**src/rtl/param_dual_port_ram_if.sv**
```systemverilog
// param_dual_port_ram_if: write port (wr_en/wr_addr/wr_data/wr_be), read port (rd_en/rd_addr -> rd_data/rd_valid) and busy status
interface param_dual_port_ram_if #(
  parameter int DATA_WIDTH = 32,
  parameter int ADDR_WIDTH = 4
);
  logic                    wr_en;
  logic [ADDR_WIDTH-1:0]   wr_addr;
  logic [DATA_WIDTH-1:0]   wr_data;
  logic [DATA_WIDTH/8-1:0] wr_be;
  logic                    rd_en;
  logic [ADDR_WIDTH-1:0]   rd_addr;
  logic [DATA_WIDTH-1:0]   rd_data;
  logic                    rd_valid;
  logic                    busy;
  modport master (
    output wr_en, wr_addr, wr_data, wr_be, rd_en, rd_addr,
    input  rd_data, rd_valid, busy
  );
  modport slave (
    input  wr_en, wr_addr, wr_data, wr_be, rd_en, rd_addr,
    output rd_data, rd_valid, busy
  );
endinterface

```
**src/rtl/param_dual_port_ram.sv**
```systemverilog
// param_dual_port_ram: byte-enabled simple dual-port RAM with registered read, selectable read-during-write and post-reset clear; ports clk, rst, bus (slave)
module param_dual_port_ram #(
  parameter int DATA_WIDTH     = 32,
  parameter int ADDR_WIDTH     = 4,
  parameter int RDW_MODE       = 0,
  parameter int CLEAR_ON_RESET = 1
) (
  input logic                 clk,
  input logic                 rst,
  param_dual_port_ram_if.slave bus
);
  localparam int DEPTH = 2 ** ADDR_WIDTH;
  localparam int NB    = DATA_WIDTH / 8;
  typedef enum logic {CLEAR, RUN} state_t;
  state_t                state, state_nxt;
  logic [ADDR_WIDTH-1:0] ptr, ptr_nxt;
  logic [DATA_WIDTH-1:0] mem [DEPTH];
  logic [DATA_WIDTH-1:0] merged, wdata;
  logic [ADDR_WIDTH-1:0] waddr;
  logic [NB-1:0]         be_eff;
  logic                  clearing, we, collide;
  assign clearing = state == CLEAR;
  assign bus.busy = clearing;
  always_comb begin
    state_nxt = (clearing && &ptr) ? RUN : state;
    ptr_nxt   = clearing ? ptr + 1'b1 : ptr;
  end
  always_ff @(posedge clk)
    if (rst) begin
      state <= CLEAR_ON_RESET != 0 ? CLEAR : RUN;
      ptr   <= '0;
    end else begin
      state <= state_nxt;
      ptr   <= ptr_nxt;
    end
  for (genvar i = 0; i < NB; i++) begin : g_merge
    assign merged[8*i +: 8] = bus.wr_be[i] ? bus.wr_data[8*i +: 8] : mem[bus.wr_addr][8*i +: 8];
  end
  assign we      = !rst && (clearing || bus.wr_en);
  assign waddr   = clearing ? ptr : bus.wr_addr;
  assign wdata   = clearing ? '0 : bus.wr_data;
  assign be_eff  = clearing ? '1 : bus.wr_be;
  assign collide = bus.wr_en && bus.wr_addr == bus.rd_addr;
  always_ff @(posedge clk)
    if (we)
      for (int b = 0; b < NB; b++)
        if (be_eff[b]) mem[waddr][8*b +: 8] <= wdata[8*b +: 8];
  always_ff @(posedge clk)
    if (rst) begin
      bus.rd_data  <= '0;
      bus.rd_valid <= 1'b0;
    end else begin
      bus.rd_valid <= !clearing && bus.rd_en;
      if (!clearing && bus.rd_en)
        bus.rd_data <= (RDW_MODE == 1 && collide) ? merged : mem[bus.rd_addr];
    end
endmodule
```
**src/flat_wrapper.sv**
```systemverilog
// flat-port wrapper written by rule: the top's interface ports become plain ports
module param_dual_port_ram_flat 
#(
  parameter int DATA_WIDTH     = 32,
  parameter int ADDR_WIDTH     = 4,
  parameter int RDW_MODE       = 0,
  parameter int CLEAR_ON_RESET = 1
)
  (clk, rst, bus_wr_en, bus_wr_addr, bus_wr_data, bus_wr_be, bus_rd_en, bus_rd_addr, bus_rd_data, bus_rd_valid, bus_busy);
  param_dual_port_ram_if #(.DATA_WIDTH(DATA_WIDTH), .ADDR_WIDTH(ADDR_WIDTH)) bus_i ();
  input logic clk;
  input logic rst;
  input wire logic [$bits(bus_i.wr_en)-1:0] bus_wr_en;
  input wire logic [$bits(bus_i.wr_addr)-1:0] bus_wr_addr;
  input wire logic [$bits(bus_i.wr_data)-1:0] bus_wr_data;
  input wire logic [$bits(bus_i.wr_be)-1:0] bus_wr_be;
  input wire logic [$bits(bus_i.rd_en)-1:0] bus_rd_en;
  input wire logic [$bits(bus_i.rd_addr)-1:0] bus_rd_addr;
  output wire logic [$bits(bus_i.rd_data)-1:0] bus_rd_data;
  output wire logic [$bits(bus_i.rd_valid)-1:0] bus_rd_valid;
  output wire logic [$bits(bus_i.busy)-1:0] bus_busy;
  assign bus_i.wr_en = bus_wr_en;
  assign bus_i.wr_addr = bus_wr_addr;
  assign bus_i.wr_data = bus_wr_data;
  assign bus_i.wr_be = bus_wr_be;
  assign bus_i.rd_en = bus_rd_en;
  assign bus_i.rd_addr = bus_rd_addr;
  assign bus_rd_data = bus_i.rd_data;
  assign bus_rd_valid = bus_i.rd_valid;
  assign bus_busy = bus_i.busy;
  param_dual_port_ram #(.DATA_WIDTH(DATA_WIDTH), .ADDR_WIDTH(ADDR_WIDTH), .RDW_MODE(RDW_MODE), .CLEAR_ON_RESET(CLEAR_ON_RESET)) u_core (.clk(clk), .rst(rst), .bus(bus_i));
endmodule
```
**config.mk**
```make
export PLATFORM = sky130hd
export DESIGN_NAME = param_dual_port_ram_flat
export DESIGN_NICKNAME = d
export VERILOG_FILES = /design/src/rtl/param_dual_port_ram_if.sv /design/src/rtl/param_dual_port_ram.sv /design/src/flat_wrapper.sv
export SDC_FILE = /design/constraint.sdc
export NUM_CORES = 1
export LEC_CHECK = 0
export ABC_AREA = 1
export BUFFER_PORTS_ARGS = -buffer_cell sky130_fd_sc_hd__buf_2
export CAP_MARGIN = 15
export CORE_ASPECT_RATIO = 0.7
export CORE_MARGIN = 10
export CORE_UTILIZATION = 40
export DETAILED_ROUTE_END_ITERATION = 8
export PLACE_DENSITY = 0.57
export SYNTH_ARGS = -nofsm -noshare
export SYNTH_HDL_FRONTEND = slang
export SYNTH_SLANG_ARGS = --single-unit
```
**constraint.sdc**
```tcl
create_clock -name clk -period 1.9 [get_ports clk]
set_input_delay 0.285 -clock clk [delete_from_list [all_inputs] [get_ports clk]]
set_output_delay 0.285 -clock clk [all_outputs]
set_load 0.01 [all_outputs]
```
== Word-level counts from Yosys, hierarchy flattened ==
Memory sizes are Yosys's and may differ from the RTL's. A register that Yosys moved wholly into a read port is not among the register bits.
Cells that the tools add are included.
Widths: inputs -> output; s select.
Operators by class
  equal/unequal tests: 0
  reduce and logical (&&, ||, !) cells: 6
  add/subtract/negate cells: 1
  magnitude comparators: 0
  bitwise gates (word level): 1
  div/mod/pow operators: 0
  shift-type cells: 0
  multipliers: 0
  muxes and demuxes: 15
Operators with widths (number)
  $mux 32: 1
  $mux 1: 12
  $mux 4: 2
  $add 4x1->4 const B: 1
  $reduce_and 4->1: 1
  $logic_and 1x1->1: 3
  $logic_not 1->1: 1
  $logic_or 1x1->1: 1
  $not 1->1: 1
Storage, ports and cells
  bits in registers: 6
  bits of input ports: 48
  memories kept: 1
  ROM bits: 0
  bits in latches: 0
  bits in writable memories: 512
  output and inout bits: 34
  logic and storage cells: 27
Memories
  u_core.mem: depth 16, bits a word 32, read ports 1, clocked after Yosys merged registers in 1, write ports 1, RTL line param_dual_port_ram.sv:17  | logic [DATA_WIDTH-1:0] mem [DEPTH];

== Depth between registers and ports, before layout ==
  word-level depth: 5
  depth in mapped cells: 12

== Worst setup path before layout ==
Ideal clock, no wire load.
  path kind: reg2reg
  start point: register u_core.state
  end point: memory u_core.mem[9][0], enable pin
  setup time: 0.370 ns
  stages on the path, launching flop included: 10
  buffers on the path: 2
  path slack: 0.075 ns
  data required time: 1.530 ns
  arrival time: 1.454 ns
  clock period less this slack: 1.825 ns
  path through: dfxtp_1 > buf_4 > inv_2 > buf_6 > nor2_2 > nor2_2 > inv_2 > nor2_2 > nand2_1 > nor2_1
Between the ends
  word-level cells in the longest chain between the ends: 5
  elaborated cells between the ends (all ways): 8
  classes of those cells: 5 x mux; 1 x bitwise; 2 x reduce/logical
RTL lines
  start, declared: RTL line param_dual_port_ram.sv:15  | state_t state, state_nxt;
  start signal, assigned: RTL line param_dual_port_ram.sv:30  | state <= CLEAR_ON_RESET != 0 ? CLEAR : RUN;
  start signal, assigned: RTL line param_dual_port_ram.sv:33  | state <= state_nxt;
  $not 1->1: RTL line param_dual_port_ram.sv:22  | assign clearing = state == CLEAR;
  via bus_busy: RTL line flat_wrapper.sv:21  | output wire logic [$bits(bus_i.busy)-1:0] bus_busy;
  $logic_or 1x1->1: RTL line param_dual_port_ram.sv:39  | assign we = !rst && (clearing || bus.wr_en);
  $logic_and 1x1->1: RTL line param_dual_port_ram.sv:39
  $mux 1: RTL line param_dual_port_ram.sv:45  | if (we)
  $mux 1 (implied by the code): RTL line param_dual_port_ram.sv:47  | if (be_eff[b]) mem[waddr][8*b +: 8] <= wdata[8*b +: 8];
  end, declared: RTL line param_dual_port_ram.sv:17
The timed path passes the listed nets, and every way through them passes these cells.

== Worst setup path after layout ==
  start point: register u_core.state
  end point: memory u_core.mem[8][3], enable pin
Between the ends
  word-level cells in the longest chain between the ends: 5
  elaborated cells between the ends (all ways): 8
  classes of those cells: 5 x mux; 1 x bitwise; 2 x reduce/logical
RTL lines
  branches (longest 5 deep; another with $mux 4)
Several ways; the timed one is not identified.

==> qor_table.md <==
| Result | Reported | Unit |
|:---|:---|:---|
| Outcome | finished, final reports clean | - |
| Library cell with the largest summed area after synthesis | edfxtp_1 | - |
| Final period util | 0.9878 | - |
| Max-cap violation count | 0 | - |
| Final cell count without fillers | 3,010 | - |
| Synth warnings | 0 | - |
| Synth Area in Compound Gates | 0.003309 | - |
| Routed wire length | 61,440 | µm |
| Length of the first detailed-routing pass in iterations | 5 | - |
| Placed cells | 2,913 | - |
| Max VDD drop | 0.5841 | mV |
| Total congestion overflow | 0 | - |
| Share of synthesized area spent on multiplexers | 0 | - |
| Reg-to-reg endpoint | u_core.mem[8][3] | - |
| Number of slew-limit violations in the final report | 0 | - |
| Top cells by count, synth | nand2_1, edfxtp_1, nand3_1 | - |
| Synth unique cells | 22 | - |
| Worst clock skew | 10.81 | ps |
| Quantity of I/O buffers inserted on ports | 81 | - |
| Path type of the worst min-delay path | in -> reg | - |
| DRC violation total after the first TritonRoute iteration | 1,791 | - |
| Post-synthesis share of cell area spent on full adders, half adders and majority gates | 0.0005515 | - |
| Number of flops mapped to enable cells by yosys | 512 | - |
| Starting density of the core | 0.4075 | - |
| Combined area of the multi-input logic cells | 5552 | µm² |
| Number of cells traversed by the worst register-to-register path | 9 | - |
| Hold Vio Cnt, Final | 0 | - |
| Area share of xor/xnor cells in the synthesized design | 0 | - |
| Syn Area/Cell | 11.03 | µm² |
| CP Launch Point | u_core.state | - |
| Layout filler cell count | 5,081 | - |
| Post-synthesis share of cell area spent on and, or, nand and nor gates | 0.2371 | - |
| Final Wtd Congestion | 0.8720 | - |
| Dominant cells by area after synthesis | edfxtp_1, nand2_1, nand3_1, dfxtp_1, nor2_1 | - |
| FF+latch count, synth | 550 | - |
| Layout Nets | 2,278 | - |
| Overall routing resource usage | 0.1811 | - |
| Type of element launching the critical path | flip-flop | - |
| Final critical-path required period | 1877 | ps |
| Clk slew on worst S/H paths | 60 | ps |
| Average wire per cell in the routed design | 20.41 | µm |
| Critical Setup Path Class | reg -> reg | - |
| Antenna violations before repair | 0 | - |
| Top-area cell type share of the netlist area | 0.6776 | - |
| Fraction of layout instances using a drive strength above 1 | 0.1524 | - |
| Via Count | 15,640 | - |
| Total nets after synthesis | 2,106 | - |
| Vias per Instance | 5.197 | - |
| Vias in the first global route | 15,060 | - |
| Post-route ant nets | 0 | - |
| Number of H-tree branching levels | 2 | - |
| Standard-cell row count | 72 | - |
| Post-Syn Area | 22,690 | µm² |
| Clock tree from TritonCTS | built | - |
| Chip width | 304.7 | µm |
| Number of instances on the worst hold path | 4 | - |
| Core outline area | 55,670 | µm² |
| Dominant combinational cell family by area after synthesis | simple AND/OR/NAND/NOR gates | - |
| Vert. Die Dim | 219.3 | µm |
| Post-DP HPWL | 39,280 | µm |
| HP Start | bus_wr_data[11] | - |
| Clk_lat worst skew | 580 | ps |
| Critical R2R Launch | u_core.state | - |
| Setup repair after global routing missed its margin | true | - |
| Worst-margin pin slew | 586.9 | ps |
| Power density over cell area | 935.2 | nW/µm² |
| Layout-stage area growth over the synthesis result | 16.71 | % |
| Sequential cell area | 16,140 | µm² |
| Required time of the critical path | 2180 | ps |
| Sequential fraction of the synthesis area | 0.7112 | - |
| First-pass GRT wire length | 93,610 | µm |
| Sink count of the clock tree | 550 | - |
| Data arrival at the endpoint of the critical path | 2160 | ps |
| Top-Level Pins | 82 | - |
| Pin count of the biggest net entering global routing | 75 | - |
| Share of flip-flops with an asynchronous set or reset after synthesis | 0 | - |
| Number of inserted diodes | 0 | - |
| Maximum clock frequency | 0.5328 | GHz |
| CTS buffer count | 52 | - |
| Total Power Consumption | 24.77 | mW |
| Most used standard cell by instance count after synthesis | nand2_1 | - |
| Residual DRC count | 0 | - |
| Maximum fanout along the worst path | 8 | - |
| Maximum count of clock buffers along a single path | 3 | - |
| Post-synth top flop | edfxtp_1 | - |
| Hold-critical path endpoint | u_core.mem[10][11] | - |
| Critical path capture point type | flip-flop | - |
| Headroom to the max-slew limit | 0.6088 | - |
| Clock root buffer | clkbuf_16 | - |
| Leakage | 10.70 | nW |
| Die footprint | 66,800 | µm² |
| Gate count of the mapped netlist | 2,057 | - |
| Final-report setup violation count | 0 | - |
| Setup slack on the worst flop-to-flop path | 20 | ps |
-- per-stage QoR --
step | setup WS [ps] | hold slack [ps] | area (µm²) | setup TNS (ps) | utilization
after floorplan | 75.36 | 447.0 | 22690 | 0 | -
after global placement | -92.76 | 498.0 | 24700 | -3591 | 0.4437
after detailed placement | -151.1 | 494.1 | 24700 | -7571 | 0.4437
after CTS | -21.75 | 199.9 | 26380 | -260.6 | 0.4739
after global routing | -38.99 | 224.0 | 26480 | -972.7 | 0.4757
final | 23.26 | 228.7 | 26480 | 0 | 0.4757
-- critical path, stage by stage, from the launching register on --
cell and delay [ps]:
dfxtp_4 380, inv_4 110, nor2_2 60, nor2_4 150
inv_2 90, nor2_4 170, nand2_2 130, buf_4 170
nor2_1 130, buf_4 190
-- how the worst max path moves through the flow --
stage / to / slack [ps] / cells after the start
2_1_floorplan: u_core.mem[9][0] / 80 / 9
3_3_place_gp: u_core.mem[5][27] / -90 / 8
3_5_place_dp: u_core.mem[6][30] / -150 / 7
4_1_cts: u_core.mem[0][2] / -20 / 8
5_1_grt: u_core.mem[8][1] / -40 / 9
6_report: u_core.mem[8][3] / 20 / 9
-- cells by family (layout without fill, tap and decap cells) --
family          Yosys count  count (layout)
flops                   550             550
fa+ha+maj                 1               1
buf+inv                 204             417
simple gates           1290            1290
compound gates           12              12
-- layout by cell type (no fill, tap or decap), types with 6 or more instances in the layout --
cell | netlist | final
clkbuf_8 | 0 | 6
buf_4 | 18 | 137
dfxtp_1 | 38 | 37
inv_1 | 73 | 70
nor2_1 | 139 | 129
clkbuf_1 | 21 | 21
edfxtp_1 | 512 | 512
nor2_2 | 5 | 9
inv_2 | 5 | 6
nand2_1 | 727 | 722
nand3_1 | 416 | 416
buf_2 | 50 | 80
clkbuf_16 | 0 | 53
nor2_4 | 0 | 6
buf_12 | 0 | 20
clkinv_2 | 0 | 6
-- sequential cells by signal (all words and copies together), names as in the netlist --
| signal | flops |
|---|---|
| u_core.bus.rd_valid | 1 |
| u_core.bus.rd_data | 32 |
| u_core.ptr | 4 |
| u_core.state | 1 |
| u_core.mem | 512 |
-- layout make-up --
class / count / share of cell area
clock buffer: 79 / 0.05566
clock inverter: 16 / 0.007040
inverter: 79 / 0.01158
multi-input combinational: 1303 / 0.2096
sequential: 550 / 0.6094
tap: 740 / 0.03496
timing repair buffer: 243 / 0.07168
-- report_power, final --
part	internal (mW)	switching, mW	total (mW)
registers	13.2	0.0318	13.2
logic	0.435	0.922	1.36
clock network	5.88	4.31	10.2
-- repair_timing --
action | in CTS | in global routing
hold endpoints to repair | 1 | 0
endpoints found under the setup margin | 144 | 454
setup buffers | 0 | 2
hold buffers | 1 | 0
resized for setup | 4 | 28
-- routing by layer --
| layer | part of all wire | track usage | vias up |
|---|---|---|---|
| met5 | 0 | 0 | - |
| met4 | 0.016 | 0.03817 | 0 |
| met3 | 0.081 | 0.03656 | 80 |
| met2 | 0.43 | 0.2664 | 654 |
| met1 | 0.48 | 0.2722 | 7579 |
| li1 | - | - | 7331 |
No activity file was read; power rests on OpenSTA's default activity.
